<file path="src/rtl/mips_pkg.sv">
// Shared definitions for the multiply/divide unit.
// Op encodings follow the Execute-stage OpE field.
// FSM states are shared by the sequencer and any bench that wants to name them.
package mips_pkg;

  localparam logic [1:0] MDU_MULT  = 2'b00;
  localparam logic [1:0] MDU_MULTU = 2'b01;
  localparam logic [1:0] MDU_DIV   = 2'b10;
  localparam logic [1:0] MDU_DIVU  = 2'b11;

  typedef enum logic [1:0] {
    MDU_IDLE = 2'd0,
    MDU_RUN  = 2'd1,
    MDU_FIX  = 2'd2
  } mdu_state_t;

endpackage

</file>
<file path="src/rtl/muldiv_datapath.sv">
// Operand latch plus one-bit-per-step shift-add multiply / restoring divide.
// Latency: one step per cycle while step=1; result is combinational from state.
// No backpressure: init and step are strobes from the sequencer FSM.
module muldiv_datapath
  import mips_pkg::*;
#(
  parameter int DATA_WIDTH = 32
) (
  input  logic                  CLK,
  input  logic                  RST,
  input  logic                  init,
  input  logic                  step,
  input  logic [1:0]            op,
  input  logic [DATA_WIDTH-1:0] src_a,
  input  logic [DATA_WIDTH-1:0] src_b,
  output logic [DATA_WIDTH-1:0] res_hi,
  output logic [DATA_WIDTH-1:0] res_lo
);

  localparam int W = DATA_WIDTH;

  logic         is_div_q, is_div_d;
  logic         sign_a_q, sign_a_d;
  logic         sign_b_q, sign_b_d;
  logic         b_zero_q, b_zero_d;
  logic [W-1:0] a_raw_q, a_raw_d;
  logic [W-1:0] b_mag_q, b_mag_d;
  // hi: product accumulator / remainder; lo: multiplier bits / dividend-quotient
  logic [W-1:0] hi_q, hi_d;
  logic [W-1:0] lo_q, lo_d;

  logic         is_signed;
  logic [W:0]   sum;
  logic [W:0]   shifted;
  logic [W:0]   trial;

  // Operand latch on init, one multiply or divide iteration on step
  always_comb begin
    is_div_d  = is_div_q;
    sign_a_d  = sign_a_q;
    sign_b_d  = sign_b_q;
    b_zero_d  = b_zero_q;
    a_raw_d   = a_raw_q;
    b_mag_d   = b_mag_q;
    hi_d      = hi_q;
    lo_d      = lo_q;
    is_signed = (op == MDU_MULT) || (op == MDU_DIV);
    sum       = {1'b0, hi_q} + (lo_q[0] ? {1'b0, b_mag_q} : '0);
    shifted   = {hi_q, lo_q[W-1]};
    trial     = shifted - {1'b0, b_mag_q};
    if (init) begin
      is_div_d = (op == MDU_DIV) || (op == MDU_DIVU);
      sign_a_d = is_signed & src_a[W-1];
      sign_b_d = is_signed & src_b[W-1];
      b_zero_d = (src_b == '0);
      a_raw_d  = src_a;
      lo_d     = (is_signed & src_a[W-1]) ? -src_a : src_a;
      b_mag_d  = (is_signed & src_b[W-1]) ? -src_b : src_b;
      hi_d     = '0;
    end else if (step) begin
      if (is_div_q) begin
        // Trial subtract succeeds when no borrow out of the top bit
        if (!trial[W]) begin
          hi_d = trial[W-1:0];
          lo_d = {lo_q[W-2:0], 1'b1};
        end else begin
          hi_d = shifted[W-1:0];
          lo_d = {lo_q[W-2:0], 1'b0};
        end
      end else begin
        {hi_d, lo_d} = {sum, lo_q[W-1:1]};
      end
    end
  end

  // Datapath registers
  always_ff @(posedge CLK) begin
    if (RST) begin
      is_div_q <= 1'b0;
      sign_a_q <= 1'b0;
      sign_b_q <= 1'b0;
      b_zero_q <= 1'b0;
      a_raw_q  <= '0;
      b_mag_q  <= '0;
      hi_q     <= '0;
      lo_q     <= '0;
    end else begin
      is_div_q <= is_div_d;
      sign_a_q <= sign_a_d;
      sign_b_q <= sign_b_d;
      b_zero_q <= b_zero_d;
      a_raw_q  <= a_raw_d;
      b_mag_q  <= b_mag_d;
      hi_q     <= hi_d;
      lo_q     <= lo_d;
    end
  end

  // Sign correction; divide-by-zero returns all-ones quotient and raw dividend.
  // Most-negative / -1 needs no special case: magnitude quotient 2^(W-1) negates to itself.
  always_comb begin
    res_hi = hi_q;
    res_lo = lo_q;
    if (!is_div_q) begin
      if (sign_a_q ^ sign_b_q) {res_hi, res_lo} = -{hi_q, lo_q};
    end else if (b_zero_q) begin
      res_hi = a_raw_q;
      res_lo = '1;
    end else begin
      res_lo = (sign_a_q ^ sign_b_q) ? -lo_q : lo_q;
      res_hi = sign_a_q ? -hi_q : hi_q;
    end
  end

endmodule

</file>
<file path="src/rtl/muldiv_sequencer.sv">
// MIPS HI/LO owner: sequences MULT/MULTU/DIV/DIVU through the iterative datapath.
// Latency: DATA_WIDTH+2 edges from the start edge to HI/LO visible.
// Backpressure: StallMDU holds MFHI/MFLO and any new start while Busy.
module muldiv_sequencer
  import mips_pkg::*;
#(
  parameter int DATA_WIDTH = 32,
  parameter int CNT_WIDTH  = 6
) (
  input  logic                  CLK,
  input  logic                  RST,
  input  logic                  StartE,
  input  logic [1:0]            OpE,
  input  logic [DATA_WIDTH-1:0] SrcAE,
  input  logic [DATA_WIDTH-1:0] SrcBE,
  input  logic                  AbortE,
  input  logic                  ReadHiLoD,
  input  logic                  WriteHiW,
  input  logic                  WriteLoW,
  input  logic [DATA_WIDTH-1:0] WriteDataW,
  output logic                  Busy,
  output logic                  StallMDU,
  output logic                  DoneM,
  output logic [DATA_WIDTH-1:0] HI,
  output logic [DATA_WIDTH-1:0] LO
);

  mdu_state_t            state_q, state_d;
  logic [CNT_WIDTH-1:0]  cnt_q, cnt_d;
  logic                  done_q, done_d;
  logic [DATA_WIDTH-1:0] hi_q, hi_d;
  logic [DATA_WIDTH-1:0] lo_q, lo_d;
  logic                  init, step, fix;
  logic [DATA_WIDTH-1:0] res_hi, res_lo;

  muldiv_datapath #(.DATA_WIDTH(DATA_WIDTH)) u_dp (
    .CLK    (CLK),
    .RST    (RST),
    .init   (init),
    .step   (step),
    .op     (OpE),
    .src_a  (SrcAE),
    .src_b  (SrcBE),
    .res_hi (res_hi),
    .res_lo (res_lo)
  );

  // FSM next state and datapath strobes; abort wins in every busy state
  always_comb begin
    state_d = state_q;
    cnt_d   = cnt_q;
    done_d  = 1'b0;
    init    = 1'b0;
    step    = 1'b0;
    fix     = 1'b0;
    case (state_q)
      MDU_IDLE: begin
        if (StartE && !AbortE) begin
          state_d = MDU_RUN;
          cnt_d   = '0;
          init    = 1'b1;
        end
      end
      MDU_RUN: begin
        if (AbortE) begin
          state_d = MDU_IDLE;
          cnt_d   = '0;
        end else begin
          step  = 1'b1;
          cnt_d = cnt_q + 1'b1;
          if (cnt_q == CNT_WIDTH'(DATA_WIDTH - 1)) begin
            state_d = MDU_FIX;
            cnt_d   = '0;
          end
        end
      end
      MDU_FIX: begin
        state_d = MDU_IDLE;
        if (!AbortE) begin
          fix    = 1'b1;
          done_d = 1'b1;
        end
      end
      default: begin
        state_d = MDU_IDLE;
        cnt_d   = '0;
      end
    endcase
  end

  // HI/LO update: MTHI/MTLO override the FIX result for their own register
  always_comb begin
    hi_d = hi_q;
    lo_d = lo_q;
    if (fix) begin
      hi_d = res_hi;
      lo_d = res_lo;
    end
    if (WriteHiW) hi_d = WriteDataW;
    if (WriteLoW) lo_d = WriteDataW;
  end

  // State, counter, done pulse and HI/LO registers
  always_ff @(posedge CLK) begin
    if (RST) begin
      state_q <= MDU_IDLE;
      cnt_q   <= '0;
      done_q  <= 1'b0;
      hi_q    <= '0;
      lo_q    <= '0;
    end else begin
      state_q <= state_d;
      cnt_q   <= cnt_d;
      done_q  <= done_d;
      hi_q    <= hi_d;
      lo_q    <= lo_d;
    end
  end

  assign Busy     = (state_q != MDU_IDLE);
  assign StallMDU = Busy & (ReadHiLoD | StartE);
  assign DoneM    = done_q;
  assign HI       = hi_q;
  assign LO       = lo_q;

endmodule

</file>
<file path="config.mk">
export PLATFORM = sky130hd
export DESIGN_NAME = muldiv_sequencer
export DESIGN_NICKNAME = d
export VERILOG_FILES = /design/src/rtl/mips_pkg.sv /design/src/rtl/muldiv_datapath.sv /design/src/rtl/muldiv_sequencer.sv
export SDC_FILE = /design/constraint.sdc
export NUM_CORES = 1
export LEC_CHECK = 0
export CAP_MARGIN = 20
export CORE_MARGIN = 10
export CORE_UTILIZATION = 53
export DETAILED_ROUTE_END_ITERATION = 12
export PLACE_DENSITY = 0.75
export SETUP_SLACK_MARGIN = 0.05
export SYNTH_ARGS = -nofsm -noshare
export SYNTH_HDL_FRONTEND = slang
export SYNTH_SLANG_ARGS = --single-unit
</file>
<file path="constraint.sdc">
create_clock -name CLK -period 4.34 [get_ports CLK]
set_input_delay 1.085 -clock CLK [delete_from_list [all_inputs] [get_ports CLK]]
set_output_delay 1.085 -clock CLK [all_outputs]
set_load 0.03 [all_outputs]
</file>
==> results.md <==
* Worst slew margin at 30.3%
* Worst path cell trace: inv_1 -> ha_1 -> fa_1 -> nor2b_1 -> o31a_1 -> o21ai_1 -> o21ai_1 -> a311o_1 -> nand2_1 -> a211oi_4 -> buf_12 -> mux2_2 -> a222oi_1 -> nor2_1
* Htree depth at 1
* Worst Hold Launch: u_dp.a_raw_q[30]$_SDFFE_PP0P_
* Worst vdd ir at 0.000301 V
* Largest family of logic cells by synthesized area: compound AO/OA/AOI/OAI gates
* Buf/Inv on CP at 2
* Buffers added on ports at 171
* Most common flop cell mapped by yosys: dfxtp_1
* Ys async rst share at 0%
* Critical path arrival at 4.22 ns
* Synth warn at 0
* Routed Antenna Nets at 0
* Gr usage total at 27.8%
* Slowest CP cell: fa_1
* Drt via density at 6.24
* CP dominant cell by count: o21ai_1
* Num CTS Buffers at 25
* Final WS setup at 0.530 ns
* #FFs+latches synth at 205
* First-pass GRT wire length at 87.1 mm
* Die Ht at 194 um
* Setup TNS at 0 ns
* Largest net degree at the start of global routing at 173
* DRC Markers at 0
* Mapped cell area at 16100 sq um
* Clock Tree Root: clkbuf_16
* Top-level I/O count at 172
* Die Span X at 194 um
* Critical Path RT at 4.75 ns
* Placer congestion estimate at 0.999
* Vias at 16600
* Fmax at 0.262 GHz
* Final WL at 55.8 mm
* Net count after synthesis at 2346
* Minimum clock period at 3.81 ns
* CP max FO at 42
* Unique masters post-synth at 83
* Worst-path clk slew at 0.06 ns
* Pre-CTS setup slack at 0.0383 ns
* Routed len/inst at 20.9 um
* Endpoints failing hold at 0
* Worst stage delay on the critical path at 0.39 ns
* Dpl hpwl at 42.7 mm
* Clock Tree Buf Depth at 3
* Worst Setup End Kind: register
* Post-synth EDFFs at 0
* Fin crit share at 87.8%
* Initial DRC count at 1566
* XOR/XNOR Fraction of Synth Area at 11.0%
* Worst-Margin Slew at 1.04 ns
* Core area at 29800 sq um
* FF-to-FF Start: u_dp.lo_q[31]$_SDFFE_PP0P_
* Worst-case hold path end point: u_dp.a_raw_q[30]$_SDFFE_PP0P_
* Die ar. at 37700 sq um
* Post-synthesis simple-gate area fraction at 18.9%
* Total gr overflow at 0
* Worst skew pair latency at 0.55 ns
* Vias in the first global route at 15600
* Mean Syn Cell Area at 7.42 sq um
* Clock skew at 0.0217 ns
* FF-to-FF path depth at 14
* Mux cell area share after synthesis at 4.61%
* Cell family with most CP delay: compound AO/OA/AOI/OAI gates
* Gate Count Post-Synth at 2170
* Share of cells above drive strength 1 at 6.12%
* Slew Limit Fails at 0
* Outcome: finished, final reports clean
* Crit path kind: reg -> reg
* R2R Path End: u_dp.hi_q[24]$_SDFFE_PP0P_
* Register area share after synthesis at 25.5%
* CTS Sinks at 205
* Reg2Reg Setup Slack at 0.53 ns
* HP Class: reg -> reg
* CTS tree: yes
* P_leak at 7.03 nW
* # setup viols final at 0
* Max cap viols at 0
* Setup crit start kind: register
* Hold depth at 2
* Pwr dens at 296 nW/um^2
* Synth Area in Compound Gates at 28.5%
* RSZ-0062 raised after global routing: no
* Post-synthesis adder-cell area fraction at 5.61%
* Final nets at 2433
* Area delta synth->final at 17.5%
* Antenna cell count at 0
* Initial antenna violation count at 0
* Initial Util at 54.0%
* # rows at 63
* Pre-antenna DRT Iters at 6
[metrics by stage]
step	cell area (sq um)	std cells	utilization [%]	hold slack, ns	total power [W]
2_1_floorplan	16100	2170	-	0.432	0.00305
6_report	18900	2662	63.5	0.453	0.00560
5_1_grt	18900	2662	63.5	0.472	0.00581
4_1_cts	18900	2662	63.5	0.455	0.00559
3_5_place_dp	18100	2620	60.8	0.447	0.00357
3_3_place_gp	18100	2620	60.8	0.444	0.00354
[logic make-up after synthesis]
| group | Yosys count |
|---|---|
| flip-flops | 205 |
| AND/OR/NAND/NOR | 679 |
| XOR/XNOR | 202 |
| AO/OA/AOI/OAI | 702 |
| adder cells (fa/ha/maj) | 71 |
| multiplexers | 73 |
| buffers and inverters | 238 |
[cell type report]
| cell class | instances | area [sq um] |
|---|---|---|
| Inverter | 70 | 263 |
| Clock buffer | 38 | 724 |
| Multi-Input combinational cell | 1727 | 11100 |
| Sequential cell | 205 | 4110 |
| Clock inverter | 4 | 60.1 |
| Timing Repair Buffer | 228 | 2160 |
| Tap cell | 390 | 488 |
| Fill cell | 2735 | 10900 |
[Yosys cell counts, types with 10 or more instances]
| library cell | n | area, sq um |
|---|---|---|
| mux2i_1 | 64 | 641 |
| or3_1 | 19 | 119 |
| a211oi_1 | 119 | 893 |
| a311oi_1 | 10 | 87.6 |
| nor2b_1 | 14 | 87.6 |
| o31ai_1 | 36 | 270 |
| a221oi_1 | 12 | 105 |
| xnor2_1 | 127 | 1110 |
| inv_1 | 70 | 263 |
| ha_1 | 69 | 863 |
| nand2b_1 | 15 | 93.8 |
| o211ai_1 | 42 | 315 |
| nand3_1 | 26 | 130 |
| nor4_1 | 15 | 93.8 |
| o21bai_1 | 14 | 105 |
| nor3_1 | 35 | 175 |
| buf_1 | 18 | 67.6 |
| buf_2 | 14 | 70.1 |
| clkbuf_1 | 131 | 492 |
| a21o_1 | 42 | 315 |
| xor2_1 | 75 | 657 |
| o21ai_0 | 86 | 430 |
| dfxtp_1 | 205 | 4100 |
| nor2_1 | 273 | 1020 |
| a21oi_1 | 243 | 1220 |
| nand2_1 | 219 | 822 |
| o41ai_1 | 11 | 96.3 |
| or4_1 | 15 | 113 |
[routing by layer]
layer	share of wire [%]	track usage, %
met1	43	36.3
met2	44	44.0
met3	8.0	4.15
met4	5.3	13.4
met5	0	0
[worst max-delay path by stage]
stage	start	to	slack, ns	cells after the start
global placement	SrcBE[4]	u_dp.b_mag_q[30]$_SDFFE_PP0P_	0.22	11
CTS	SrcBE[4]	u_dp.b_mag_q[30]$_SDFFE_PP0P_	0.59	11
finish	u_dp.lo_q[31]$_SDFFE_PP0P_	u_dp.hi_q[24]$_SDFFE_PP0P_	0.53	14
global route	u_dp.lo_q[0]$_SDFFE_PP0P_	u_dp.hi_q[28]$_SDFFE_PP0P_	0.16	14
detailed placement	SrcBE[4]	u_dp.b_mag_q[30]$_SDFFE_PP0P_	0.04	11
floorplan	SrcBE[4]	u_dp.b_mag_q[30]$_SDFFE_PP0P_	0.85	10
[power by group]
part / total, W / internal (W) / switching [W]
Combinational: 0.00146 / 0.000599 / 0.000859
Sequential: 0.00210 / 0.00198 / 0.000118
Clock: 0.00204 / 0.00120 / 0.000841
[placed cells by master, fill, tap and decap left out, types with 42 or more instances in the layout]
master,n
nor2_1,272
a21oi_1,243
nand2_1,219
dfxtp_1,203
clkdlybuf4s50_1,168
xnor2_1,127
a211oi_1,119
o21ai_0,86
xor2_1,74
inv_1,70
ha_1,69
mux2i_1,64
buf_4,55
o211ai_1,42
a21o_1,42
[registers in the layout, summed over array words and instances (netlist names), 2 cells and up]
signal and flops:
LO 32, state_q 2, u_dp.hi_q 32, HI 32
cnt_q 6, u_dp.lo_q 32, u_dp.a_raw_q 32, u_dp.b_mag_q 32
[worst min-delay path: stages (launching register included)]
cell and delay [ns]:
dfxtp_1 0.30, nand2_1 0.05, a21oi_1 0.05
[repair_timing]
action                                  CTS  global route
endpoints found under the setup margin    0             1
hold buffers                              0             0
buffers inserted                          0             0
gates resized for setup                   0             1
Note: power is estimated with default switching activity, not from simulation.
